### src/rtl/mult_div_pkg.sv
// Shared definitions for the multiply/divide datapath and its control-unit requester.
package mult_div_pkg;

  localparam int unsigned MD_WIDTH   = 32;
  localparam int unsigned ITERATIONS = 32;
  localparam int unsigned CNT_W      = $clog2(ITERATIONS);

  // MDControl op encodings
  localparam logic MD_MULT = 1'b0;
  localparam logic MD_DIV  = 1'b1;

  typedef enum logic [1:0] {
    ST_IDLE = 2'd0,
    ST_RUN  = 2'd1,
    ST_FIX  = 2'd2
  } md_state_t;

  // Request attributes captured when an operation is accepted
  typedef struct packed {
    logic op;
    logic sign_a;
    logic sign_b;
  } md_req_t;

endpackage

### src/rtl/mult_div_abs.sv
// Sign/magnitude split: sign is the MSB; output is the input, sign-extended by one bit,
// optionally negated (invert + 1). Used for operand magnitudes and for result sign fix-up.
module mult_div_abs #(
  parameter int unsigned W = 32
) (
  input  logic [W-1:0] i_val,
  input  logic         i_neg,
  output logic         o_sign,
  output logic [W:0]   o_mag
);

  logic [W:0] w_ext;

  assign o_sign = i_val[W-1];
  assign w_ext  = {i_val[W-1], i_val};

  // Conditional two's complement negation
  assign o_mag = i_neg ? ((~w_ext) + (W+1)'(1)) : w_ext;

endmodule

### src/rtl/mult_div.sv
// Sequential signed multiply/divide: one bit per cycle on magnitudes, sign fix-up in FIX.
module mult_div
  import mult_div_pkg::*;
#(
  parameter int unsigned WIDTH = MD_WIDTH
) (
  input  logic             clock,
  input  logic             reset,
  input  logic             start,
  input  logic             op,
  input  logic [WIDTH-1:0] a,
  input  logic [WIDTH-1:0] b,
  output logic [WIDTH-1:0] hi,
  output logic [WIDTH-1:0] lo,
  output logic             busy,
  output logic             done,
  output logic             div_zero
);

  localparam int unsigned PW = 2 * WIDTH;

  // Registered state
  md_state_t        r_state,  r_state_nxt;
  md_req_t          r_req,    r_req_nxt;
  logic [CNT_W-1:0] r_cnt,    r_cnt_nxt;
  logic [WIDTH:0]   r_mcand,  r_mcand_nxt;
  logic [WIDTH:0]   r_div,    r_div_nxt;
  logic [PW-1:0]    r_acc,    r_acc_nxt;
  logic [WIDTH-1:0] r_quo,    r_quo_nxt;
  logic [WIDTH-1:0] r_rem,    r_rem_nxt;
  logic [WIDTH-1:0] r_hi,     r_hi_nxt;
  logic [WIDTH-1:0] r_lo,     r_lo_nxt;
  logic             r_busy,   r_busy_nxt;
  logic             r_done,   r_done_nxt;
  logic             r_dz,     r_dz_nxt;
  logic             r_dz_pend, r_dz_pend_nxt;

  // Operand magnitudes
  logic             w_sign_a, w_sign_b;
  logic [WIDTH:0]   w_mag_a,  w_mag_b;

  mult_div_abs #(.W(WIDTH)) u_abs_a (
    .i_val  (a),
    .i_neg  (a[WIDTH-1]),
    .o_sign (w_sign_a),
    .o_mag  (w_mag_a)
  );

  mult_div_abs #(.W(WIDTH)) u_abs_b (
    .i_val  (b),
    .i_neg  (b[WIDTH-1]),
    .o_sign (w_sign_b),
    .o_mag  (w_mag_b)
  );

  // Result sign fix-up in FIX
  logic             w_neg_res;
  logic             w_fs_p, w_fs_q, w_fs_r;
  logic [PW:0]      w_prod_fix;
  logic [WIDTH:0]   w_quo_fix;
  logic [WIDTH:0]   w_rem_fix;

  assign w_neg_res = r_req.sign_a ^ r_req.sign_b;

  mult_div_abs #(.W(PW)) u_fix_prod (
    .i_val  (r_acc),
    .i_neg  (w_neg_res),
    .o_sign (w_fs_p),
    .o_mag  (w_prod_fix)
  );

  mult_div_abs #(.W(WIDTH)) u_fix_quo (
    .i_val  (r_quo),
    .i_neg  (w_neg_res),
    .o_sign (w_fs_q),
    .o_mag  (w_quo_fix)
  );

  // Remainder follows the sign of the dividend
  mult_div_abs #(.W(WIDTH)) u_fix_rem (
    .i_val  (r_rem),
    .i_neg  (r_req.sign_a),
    .o_sign (w_fs_r),
    .o_mag  (w_rem_fix)
  );

  // Iteration datapath
  logic [WIDTH:0] w_sum;
  logic [WIDTH:0] w_shift;
  logic [WIDTH:0] w_diff;
  logic           w_ge;

  assign w_sum   = (WIDTH+1)'(r_acc[PW-1:WIDTH]) + (r_acc[0] ? r_mcand : '0);
  assign w_shift = {r_rem, r_quo[WIDTH-1]};
  assign w_diff  = w_shift - r_div;
  assign w_ge    = (w_shift >= r_div);

  // Bits intentionally left unread
  logic w_unused;
  assign w_unused = ^{w_fs_p, w_fs_q, w_fs_r, w_prod_fix[PW], w_quo_fix[WIDTH],
                      w_rem_fix[WIDTH], w_diff[WIDTH]};

  // Next-state and next-output logic
  always_comb begin
    r_state_nxt   = r_state;
    r_req_nxt     = r_req;
    r_cnt_nxt     = r_cnt;
    r_mcand_nxt   = r_mcand;
    r_div_nxt     = r_div;
    r_acc_nxt     = r_acc;
    r_quo_nxt     = r_quo;
    r_rem_nxt     = r_rem;
    r_hi_nxt      = r_hi;
    r_lo_nxt      = r_lo;
    r_busy_nxt    = r_busy;
    r_done_nxt    = 1'b0;
    r_dz_nxt      = 1'b0;
    r_dz_pend_nxt = 1'b0;

    if (r_dz_pend) begin
      r_done_nxt = 1'b1;
      r_dz_nxt   = 1'b1;
    end

    unique case (r_state)
      ST_IDLE: begin
        if (start) begin
          r_req_nxt = '{op: op, sign_a: w_sign_a, sign_b: w_sign_b};
          r_cnt_nxt = '0;
          if ((op == MD_DIV) && (b == '0)) begin
            r_dz_pend_nxt = 1'b1;
          end else begin
            r_state_nxt = ST_RUN;
            r_busy_nxt  = 1'b1;
            r_mcand_nxt = w_mag_a;
            r_div_nxt   = w_mag_b;
            r_rem_nxt   = '0;
            if (op == MD_MULT) begin
              r_acc_nxt = {{WIDTH{1'b0}}, w_mag_b[WIDTH-1:0]};
            end else begin
              r_quo_nxt = w_mag_a[WIDTH-1:0];
            end
          end
        end
      end

      ST_RUN: begin
        if (r_req.op == MD_MULT) begin
          r_acc_nxt = {w_sum, r_acc[WIDTH-1:1]};
        end else begin
          r_rem_nxt = w_ge ? w_diff[WIDTH-1:0] : w_shift[WIDTH-1:0];
          r_quo_nxt = {r_quo[WIDTH-2:0], w_ge};
        end
        r_cnt_nxt = r_cnt + CNT_W'(1);
        if (r_cnt == CNT_W'(ITERATIONS - 1)) begin
          r_state_nxt = ST_FIX;
        end
      end

      ST_FIX: begin
        if (r_req.op == MD_MULT) begin
          r_hi_nxt = w_prod_fix[PW-1:WIDTH];
          r_lo_nxt = w_prod_fix[WIDTH-1:0];
        end else begin
          r_hi_nxt = w_rem_fix[WIDTH-1:0];
          r_lo_nxt = w_quo_fix[WIDTH-1:0];
        end
        r_done_nxt  = 1'b1;
        r_busy_nxt  = 1'b0;
        r_state_nxt = ST_IDLE;
      end

      default: begin
        r_state_nxt = ST_IDLE;
        r_busy_nxt  = 1'b0;
      end
    endcase
  end

  // State and datapath registers
  always_ff @(posedge clock or posedge reset) begin
    if (reset) begin
      r_state   <= ST_IDLE;
      r_req     <= '0;
      r_cnt     <= '0;
      r_mcand   <= '0;
      r_div     <= '0;
      r_acc     <= '0;
      r_quo     <= '0;
      r_rem     <= '0;
      r_hi      <= '0;
      r_lo      <= '0;
      r_busy    <= 1'b0;
      r_done    <= 1'b0;
      r_dz      <= 1'b0;
      r_dz_pend <= 1'b0;
    end else begin
      r_state   <= r_state_nxt;
      r_req     <= r_req_nxt;
      r_cnt     <= r_cnt_nxt;
      r_mcand   <= r_mcand_nxt;
      r_div     <= r_div_nxt;
      r_acc     <= r_acc_nxt;
      r_quo     <= r_quo_nxt;
      r_rem     <= r_rem_nxt;
      r_hi      <= r_hi_nxt;
      r_lo      <= r_lo_nxt;
      r_busy    <= r_busy_nxt;
      r_done    <= r_done_nxt;
      r_dz      <= r_dz_nxt;
      r_dz_pend <= r_dz_pend_nxt;
    end
  end

  assign hi       = r_hi;
  assign lo       = r_lo;
  assign busy     = r_busy;
  assign done     = r_done;
  assign div_zero = r_dz;

endmodule

### config.mk
export PLATFORM = sky130hd
export DESIGN_NAME = mult_div
export DESIGN_NICKNAME = d
export VERILOG_FILES = /design/src/rtl/mult_div_pkg.sv /design/src/rtl/mult_div_abs.sv /design/src/rtl/mult_div.sv
export SDC_FILE = /design/constraint.sdc
export NUM_CORES = 1
export LEC_CHECK = 0
export CORE_MARGIN = 10
export CORE_UTILIZATION = 53
export CTS_BUF_LIST = sky130_fd_sc_hd__clkbuf_4 sky130_fd_sc_hd__clkbuf_8
export DETAILED_ROUTE_END_ITERATION = 10
export PLACE_DENSITY = 0.73
export SLEW_MARGIN = 20
export SYNTH_ARGS = -nofsm -noshare
export SYNTH_HDL_FRONTEND = slang
export SYNTH_SLANG_ARGS = --single-unit
### constraint.sdc
create_clock -name clock -period 10.4 [get_ports clock]
set_input_delay 1.56 -clock clock [delete_from_list [all_inputs] [get_ports clock]]
set_output_delay 1.56 -clock clock [all_outputs]
set_load 0.05 [all_outputs]
## After elaboration in Yosys (flattened, before gate mapping)

Cells that the tools add are included.

| storage, ports and cells | value |
|---|---|
| output and inout bits | 67 |
| bits in registers | 272 |
| logic and storage cells | 92 |
| input port bits | 68 |

| operators by class | value |
|---|---|
| $add $sub $neg | 8 |
| multiplexer cells | 37 |
| bitwise gates (word level) | 8 |
| equality and inequality tests | 10 |
| reductions and logical operators | 12 |
| order comparisons | 1 |

Operators with widths:

| operator | count |
|---|---|
| 32-bit two-way mux | 12 |
| 64-bit two-way mux | 5 |
| 32-bit one-hot mux with 2 select lines | 2 |
| 64-bit one-hot mux with 2 select lines | 1 |
| 33-bit two-way mux | 3 |
| 33-bit by 1-bit adder with 33-bit output, second input constant | 2 |
| 33-bit NOT | 2 |
| 32-bit by 1-bit adder with 32-bit output, second input constant | 2 |
| 64-bit by 1-bit adder with 64-bit output, second input constant | 1 |
| 32-bit NOT | 2 |
| 64-bit NOT | 1 |
| 32-bit by 33-bit adder with 33-bit output | 1 |
| 33-bit greater-or-equal comparator | 1 |
| 32-bit logical NOT | 1 |
| 32-bit subtractor | 1 |
| 2-bit != test, second input constant | 7 |
| 5-bit one-hot mux with 2 select lines | 1 |
| 5-bit AND reduction | 2 |
| 3-bit AND reduction | 3 |
| 1-bit two-way mux | 7 |
| 2-bit two-way mux | 3 |
| 5-bit by 1-bit adder with 5-bit output, second input constant | 1 |
| 5-bit == test, second input constant | 1 |
| 5-bit two-way mux | 1 |
| other kinds (11) | 13 |

## Logic depth before layout (Yosys ltp)

| depth | value |
|---|---|
| depth in word-level cells | 7 |
| mapped depth | 14 |

## By module

A second synthesis with hierarchy kept.

| unflattened totals | value |
|---|---|
| cells, all modules | 2242 |
| area total of the unflattened synthesis | 20156.8 µm² |

Modules (own cells, without submodules):

| module | seq. area each (µm²) | cells an instance | instances | area each (µm²) |
|---|---|---|---|---|
| mult_div | 6806.5 | 1597 | 1 | 15165.8 |
| mult_div_abs at u_abs_a ... | 0.0 | 103 | 4 | 838.3 |
| mult_div_abs at u_fix_prod | 0.0 | 233 | 1 | 1637.8 |

## Worst setup path after synthesis

No wires, ideal clock.

| path | value |
|---|---|
| path type | input -> register |
| from | input port b[5] |
| to | register r_quo[19] |
| required time | 10267 ps |
| setup time | 133 ps |
| path slack | 5998 ps |
| path buffers | 2 |
| arrival | 4269 ps |
| stages on the path | 10 |
| path through | or4_1 or3_1 or4_1 or3_1 nand4bb_4 nand4_1 a21o_1 buf_2 clkbuf_1 o21ai_0 |

| between the ends | value |
|---|---|
| word-level cells in the longest chain between the ends | 4 |

RTL lines:

| element | line | text |
|---|---|---|
| from (decl) | mult_div.sv:12 | `input logic [WIDTH-1:0] b,` |
| 32-bit logical NOT | mult_div.sv:130 | `if ((op == MD_DIV) && (b == '0)) begin` |
| 1-bit logical AND | mult_div.sv:130 |  |
| 2-bit != test (no source line) | -- |  |
| 5-bit AND reduction (no source line) | -- |  |
| to (signal assigned) | mult_div.sv:204 | `r_quo <= r_quo_nxt;` |
| to (decl) | mult_div.sv:29 | `logic [WIDTH-1:0] r_quo, r_quo_nxt;` |

No other way between the ends.
A chain may end at the register's enable or synchronous reset.

## Final worst setup path

| path | value |
|---|---|
| from | input port b[5] |
| to | register r_rem[29] |

| between the ends | value |
|---|---|
| word-level cells in the longest chain between the ends | 4 |

RTL lines:

| element | line | text |
|---|---|---|
| 32-bit logical NOT | mult_div.sv:130 |  |
| 1-bit logical AND | mult_div.sv:130 |  |
| 2-bit != test (no source line) | -- |  |
| 4-bit AND reduction (no source line) | -- |  |
| to (signal assigned) | mult_div.sv:205 | `r_rem <= r_rem_nxt;` |
| to (decl) | mult_div.sv:30 | `logic [WIDTH-1:0] r_rem, r_rem_nxt;` |

No other way between the ends.

==> results.ini <==
[synth]
synth_fp_nets=2439
synth-seq-area-share_pct=36.3
yosys_warnings=0
avgSynthCellArea_sq_um=8.17
syn_inst=2297
ys_seq_elements=272
synth_top_flop_cell=dfrtp_1
synth_edf_count=0
synth_cell_types=72
synthArstFlopShare_pct=100
syn-cell-area_sq_um=18800

[global_route]
grt.total_usage_pct=25.4
grt_pass1_vias=16600
grt_overflow_total=0
grt_max_degree=125
antenna_found_initial=0
grt_pass1_wl_um=91000

[final_layout]
synthToLayoutAreaGrowth_pct=14.6
drive_gt1_share_pct=6.35
nNetsFinal=2512
n_fill_cell=3097
diodes=0

[timing]
tightest_slew_ns=1.10
timing.final.max_slew_violations=0
tns_ns=0
rsz0062_at_grt=false
setup_viol=0
hold_viol=0
period_needed_ns=5.38
finClkSkew_ns=0.0304
relSlewSlack_pct=26.4
fmax_mhz=186
period_share_pct=51.7

[clock_tree]
htreeDepth=2
cts_hold_buf=0
cts_resized=0
root_buffer=clkbuf_8
clock_path_buffers=3
cts_tree=built
clk_pin_slew_ns=0.06
cts_setup_buffers=0
numCtsBuffers=51
clock_latency_ns=0.64
cts_sinks=272

[setup_path]
start_kind=input port
reg2reg_depth=12
worst_ep_required_time_ns=10.97
end_kind=register
arrival_ns=5.95
cp_max_fo=85
r2r_setup_slack_ns=6.57
path_class=in -> reg

[power]
peakVddDrop_mv=0.220
pwr_density_cell_nw_per_um2=383
total_power_uw=8230
p_leak_uw=0.00935

[die]
die_w_um=208
start_util_pct=54.0
dieHeight_um=208
io_pins=135
rows=68
coreArea_sq_um=34700
die-area_sq_um=43300

[detailed_routing]
first_pass_iters=5
vias=17500
drc_errors=0
viasPerCell=6.09
postRouteAntennaNets=0
drt-initial-drc-count=1569
wirelength_um=57100
wl_per_cell_um=19.9

[placed_design]
portBuffers=134
gp_congestion=0.928
hpwlAfterDp_um=42200

[run]
cap_violations=0

[outcome]
status=complete, no violations

[worst_hold_path]
whs_path_depth=0
hold_path_class=reg -> reg

[final cells by class]
class                           count  area (sq um)  area share [%]
Clock inverter                     10          81.3           0.378
Inverter                           68           263            1.22
Multi-Input combinational cell   1824         11200            52.2
Clock buffer                       84          1060            4.94
Sequential cell                   272          6810            31.7
Timing Repair Buffer              153          1480            6.90
Tap cell                          455           569            2.65
[placed cells by master (no fill, tap or decap), types with 18 or more instances in the layout]
| master | instances |
|---|---|
| xor2_1 | 134 |
| nand2_1 | 329 |
| a211oi_1 | 18 |
| o221ai_1 | 18 |
| a31oi_1 | 26 |
| a21oi_1 | 145 |
| nor2_1 | 145 |
| nand2b_1 | 25 |
| nor3_1 | 34 |
| nor4_1 | 20 |
| dfrtp_1 | 271 |
| inv_1 | 67 |
| a21o_1 | 31 |
| o21ai_0 | 345 |
| and2_1 | 37 |
| ha_1 | 72 |
| nand3_1 | 47 |
| o41ai_1 | 24 |
| xnor2_1 | 78 |
| and3_1 | 21 |
| clkbuf_8 | 69 |
| o31ai_1 | 39 |
| buf_4 | 18 |
| mux2i_1 | 30 |
| or3_1 | 32 |
| clkdlybuf4s50_1 | 133 |
[report_power, final]
part / internal (uW) / leakage [uW] / switching, uW
Clock: 669 / 0.000611 / 481
Combinational: 1920 / 0.00534 / 3080
Sequential: 1520 / 0.00340 / 564
[layer usage]
layer  wire length [um]  global-route usage, %
met5                  0                      0
met1              24900                   34.0
met2              26300                   40.5
met3               4150                   4.61
met4               1820                   8.79
[critical path, cell delays in order]
cell and delay (ns):
clkdlybuf4s50_1 0.46, or4_1 0.58, or3_1 0.39, or4_1 0.52, or3_1 0.48, nand4bb_4 0.30
nand2_4 0.50, buf_4 0.74, and3_1 0.27, a211o_1 0.10
[registers in the layout (all words and copies together), names as in the netlist]
signal     flops
busy           1
div_zero       1
done           1
hi            32
lo            32
r_acc         64
r_cnt          5
r_div         33
r_dz_pend      1
r_mcand       33
r_quo         32
r_rem         32
r_req          3
r_state        2
[final timing paths]
kind	startpoint	endpoint
setup / recovery	b[5]	r_rem[29]
hold / removal	r_dz_pend	div_zero
setup reg to reg	r_acc[0]	r_acc[62]
hold reg to reg	r_dz_pend	div_zero
max in group asynchronous	reset	r_acc[41]
min in group asynchronous	reset	r_cnt[4]
[synth_stat cells (20+ instances only)]
library cell    n  area [sq um]
dfrtp_1       272          6810
clkbuf_1      109           409
a21oi_1       146           731
nand3_1        47           235
ha_1           72           901
and3_1         21           131
nor2_1        146           548
nor3_1         34           170
xnor2_1        79           692
o21ai_0       345          1730
o41ai_1        24           210
nand2b_1       26           163
a31oi_1        26           163
mux2i_1        30           300
nand2_1       331          1240
nor4_1         20           125
a21o_1         31           233
xor2_1        135          1180
o31ai_1        39           293
or3_1          32           200
and2_1         37           231
inv_1          68           255
[stage by stage]
stage | utilization (%) | cells | worst slack, ns | hold WS, ns | area [sq um]
finish | 61.9 | 2866 | 5.02 | 0.388 | 21500
global route | 61.9 | 2866 | 4.81 | 0.404 | 21500
CTS | 61.9 | 2866 | 5.12 | 0.385 | 21500
detailed placement | 58.6 | 2772 | 4.45 | 0.364 | 20400
global placement | 58.6 | 2772 | 4.56 | 0.371 | 20300
floorplan | - | 2297 | 1.34 | 0.347 | 18800
[cell families after synthesis]
kind of cell    share of synthesized area (%)
compound gates                           22.9
flops                                    36.3
fa+ha+maj                                5.02
xor+xnor                                 9.99
mux                                      2.02
buf+inv                                  4.20
simple gates                             19.6
(Power assumes the default switching activity.)
